### config.mk
export PLATFORM = sky130hd
export DESIGN_NAME = net_rx_iface
export DESIGN_NICKNAME = d
export VERILOG_FILES = /design/src/rtl/net_rx_iface.sv
export SDC_FILE = /design/constraint.sdc
export NUM_CORES = 1
export LEC_CHECK = 0
export ABC_AREA = 1
export BUFFER_PORTS_ARGS = -buffer_cell sky130_fd_sc_hd__buf_4
export CAP_MARGIN = 40
export CORE_UTILIZATION = 60
export DETAILED_ROUTE_END_ITERATION = 7
export HOLD_SLACK_MARGIN = 0.12
export PLACE_DENSITY = 0.85
export SETUP_SLACK_MARGIN = 0.3
export SYNTH_ARGS = -nofsm -noshare
export SYNTH_HDL_FRONTEND = slang
export SYNTH_SLANG_ARGS = --single-unit
### constraint.sdc
create_clock -name clk -period 8.4 [get_ports clk]
set_input_delay 0.42 -clock clk [delete_from_list [all_inputs] [get_ports clk]]
set_output_delay 0.42 -clock clk [all_outputs]
set_load 0.02 [all_outputs]
### src/rtl/net_rx_iface.sv
// NoC receive interface: filters packets by destination,
// buffers payloads in a small FIFO and hands them to the CPU.
module net_rx_iface #(
   parameter int DEPTH = 4,
   parameter int CNT_W = 8
) (
   input  logic                     clk,
   input  logic                     rst,
   input  logic [15:0]              my_x,
   input  logic [15:0]              my_y,
   input  logic [63:0]              pkt_in,
   input  logic                     pkt_valid,
   output logic                     pkt_ready,
   output logic [31:0]              cpu_data,
   output logic                     cpu_valid,
   input  logic                     cpu_ready,
   input  logic                     flush,
   output logic [$clog2(DEPTH):0]   fifo_count,
   output logic [CNT_W-1:0]         drop_cnt
);

   localparam int AW = $clog2(DEPTH);
   localparam int CW = AW + 1;

   typedef enum logic [1:0] {
      EMPTY,
      PARTIAL,
      FULL
   } occ_t;

   logic [31:0]   mem [DEPTH];
   logic [AW-1:0] wr_ptr;
   logic [AW-1:0] rd_ptr;
   logic [AW-1:0] rd_nxt;
   logic [CW-1:0] count;
   logic [CW-1:0] cnt_nxt;
   occ_t          state;
   logic          accept;
   logic          hit;
   logic          push;
   logic          pop;

   assign rd_nxt     = rd_ptr + 1'b1;
   assign fifo_count = count;
   assign cpu_valid  = (state != EMPTY);

   // Ready depends only on registered occupancy, never on cpu_ready.
   assign pkt_ready = rst && !flush && (count < CW'(DEPTH));
   assign accept    = pkt_valid && pkt_ready;
   assign hit       = (pkt_in[63:48] == my_x) && (pkt_in[47:32] == my_y);
   assign push      = accept && hit;
   assign pop       = cpu_valid && cpu_ready;

   always_comb begin
      cnt_nxt = count;
      if (push && !pop)
         cnt_nxt = count + 1'b1;
      else if (pop && !push)
         cnt_nxt = count - 1'b1;
   end

   always_ff @(posedge clk) begin
      if (push)
         mem[wr_ptr] <= pkt_in[31:0];
   end

   always_ff @(posedge clk) begin
      if (!rst) begin
         wr_ptr   <= '0;
         rd_ptr   <= '0;
         count    <= '0;
         state    <= EMPTY;
         cpu_data <= '0;
      end else if (flush) begin
         wr_ptr <= '0;
         rd_ptr <= '0;
         count  <= '0;
         state  <= EMPTY;
      end else begin
         if (push)
            wr_ptr <= wr_ptr + 1'b1;
         if (pop)
            rd_ptr <= rd_nxt;
         count <= cnt_nxt;
         unique case (1'b1)
            (cnt_nxt == '0):         state <= EMPTY;
            (cnt_nxt == CW'(DEPTH)): state <= FULL;
            default:                 state <= PARTIAL;
         endcase
         // cpu_data is a register tracking the next head.
         if (push && (count == '0 || (pop && count == CW'(1))))
            cpu_data <= pkt_in[31:0];
         else if (pop && count > CW'(1))
            cpu_data <= mem[rd_nxt];
      end
   end

   always_ff @(posedge clk) begin
      if (!rst)
         drop_cnt <= '0;
      else if (accept && !hit && drop_cnt != '1)
         drop_cnt <= drop_cnt + 1'b1;
   end

endmodule

==> flow_summary.ini <==
[run_status]
status = finished clean

[timing]
maxSlewHeadroom_pct = 46.5
min_period_over_period_pct = 41.2
drv_slew = 0
rsz0062_at_grt = no
tightest_slew_ns = 0.803
fin_skew_ns = 0.00650
fin_tns_setup_ns = 0
max_freq_ghz = 0.289
setup_viol = 0
hold_viol = 0
setup_slack_ns = 4.94
layout_min_cycle_time_ns = 3.46

[placed_design]
portBuffers = 145
placed_cell_area_um2 = 9580
place_congestion = 0.869
place_ws_ns = 4.59
place_hpwl_um = 12200

[global_routing]
grt-ovfl-total = 0
grt_pass1_vias = 6276
grt.total_usage_pct = 27.5
grt_pass1_wl_um = 29900
antenna_found_initial = 0
grt_max_degree = 68

[clocking]
hold_buffers = 0
htreeDepth = 4
cts_setup_buffers = 0
cts.sink_count = 177
ctsLongestPathBuffers = 2
root_buffer = clkbuf_16
numCtsBuffers = 17
clk_latency_ns = 0.42
clk_pin_slew_ns = 0.06
cts_resized = 0
cts_tree = yes

[logic_synthesis]
ys_ff_latch = 177
yosysWarnings = 0
ys_types = 33
synth_area_leaders = edfxtp_1 (47%), nand2_1 (13%), dfxtp_1 (12%), nor2_1 (8.4%), inv_1 (4.2%)
syn_area_um2 = 8270
avgSynthCellArea_um2 = 8.58
synth_nets = 1073
ys_seq_area_share_pct = 58.4
syn-instance-count = 963
synth_top_area_share_pct = 46.5
yosysTopAreaCell = edfxtp_1

[pwr]
p_leak_nw = 4.61
powerDensity_nw_per_um2 = 176
ir_worst_vdd_uv = 223

[routing]
wirelength_um = 18900
ant_nets = 0
drt_iter0_drc = 528
via_per_inst = 5.13
vias = 6603
drtPass1Iterations = 7
drc = 0
post_drt_wl_per_cell_um = 14.7

[floorplanning]
dieArea_um2 = 14200
rows = 42
die_x_um = 119
coreArea_um2 = 13300
io_pins = 146
start_util_pct = 61.9
die_h_um = 119

[setup_path]
crit_required_ns = 8.72
crit_type = in -> reg
cp.arrival_ns = 3.78
startpoint_type = input port
reg2reg_depth = 11
path_max_fanout = 64
cp-end-kind = flop

[final_layout]
nNetsFinal = 1209
drive_gt1_share_pct = 18.0
fin_area_um2 = 10100
multi_input_area_um2 = 2930
seqCellArea_um2 = 4830
nFillCells = 925
synthToLayoutAreaGrowth_pct = 22.7
diodes = 0

[worst_hold_path]
worstHoldPathType = in -> reg
whs_path_depth = 1

[job]
maxCapViolCount = 0
[cell type report]
type | instances | area share (%)
clock buffers | 19 | 4.37
clock inverters | 13 | 1.17
inverters | 100 | 3.71
multi-input cells | 650 | 28.9
flip-flops and latches | 177 | 47.6
well taps | 176 | 2.17
repair buffers | 153 | 12.1
[layer usage]
metal | share of wire (%) | vias to the layer above | GRT usage [%]
li1 | - | 3325 | -
met1 | 40 | 2985 | 34.3
met2 | 50 | 282 | 47.9
met3 | 8.4 | 11 | 6.18
met4 | 0.81 | 0 | 8.05
met5 | 0 | - | 0
[sequential cells by signal, summed over array words and instances (netlist names)]
signal      flops
fifo_count      3
state           2
mem           128
cpu_data       32
wr_ptr          2
rd_ptr          2
drop_cnt        8
[kinds of logic (layout without fill, tap and decap cells)]
group	count (synthesis)	in the layout	share of synthesized area [%]
xor+xnor	32	32	3.39
fa+ha+maj	9	9	1.36
simple gates	524	524	25.1
flops	177	177	58.4
compound gates	85	85	5.22
buf+inv	136	285	6.58
[report_power, final]
group	total [mW]	internal (mW)	switching [mW]
registers	0.936	0.935	0.000593
logic	0.0946	0.0480	0.0466
clock network	0.753	0.440	0.313
[cells in the final DEF, fill, tap and decap left out, drive strengths merged, types with 18 or more instances in the layout]
master  instances
inv            96
edfxtp        128
clkbuf         19
nand3          41
nand2         287
dfxtp          49
buf           153
xnor2          18
a21oi          36
o21ai          47
nor2          186
[synth_stat cells, drive strengths merged]
cell	n
clkbuf	22
nand4	4
and2	1
a21oi	36
nand2	287
or2	1
buf	14
nor3b	1
inv	96
nor4	1
nand3b	1
ha	9
xor2	14
clkinv	4
nor2	186
nand3	41
a211oi	1
edfxtp	128
nor3	1
xnor2	18
o21ai	47
dfxtp	49
a31o	1
[metrics by stage]
step           utilization, %  hold slack (ns)  std cells  total power, mW
4_1_cts                  76.0            0.191       1288             1.79
3_3_place_gp             70.9            0.476       1251             1.05
2_1_floorplan               -            0.501        963            0.990
6_report                 76.0            0.204       1288             1.78
5_1_grt                  76.0            0.185       1288             1.83
3_5_place_dp             71.8            0.485       1256             1.05
[path summary, 6_finish.rpt]
kind | from | endpoint | slack (ns)
worst max-delay path | rst | cpu_data[15]$_SDFFE_PN0P_ | 4.94
worst min-delay path | pkt_in[14] | mem[2][14]$_DFFE_PP_ | 0.20
worst max register to register | fifo_count[2]$_SDFF_PP0_ | cpu_data[15]$_SDFFE_PN0P_ | 5.10
worst min register to register | drop_cnt[3]$_SDFFE_PN0P_ | drop_cnt[3]$_SDFFE_PN0P_ | 0.50
[critical path, stage by stage]
cell and delay, ns:
buf_4 0.35, inv_2 0.13, nor2_4 0.16, inv_2 0.08
nor2_2 0.12, nand2_1 0.10, inv_2 0.08, nand3_2 0.29
clkinv_2 0.49, nand2_2 0.58, nand2_2 0.24, nand2_4 0.37
nor2_1 0.25, nor2_1 0.07
(Power assumes the default switching activity.)
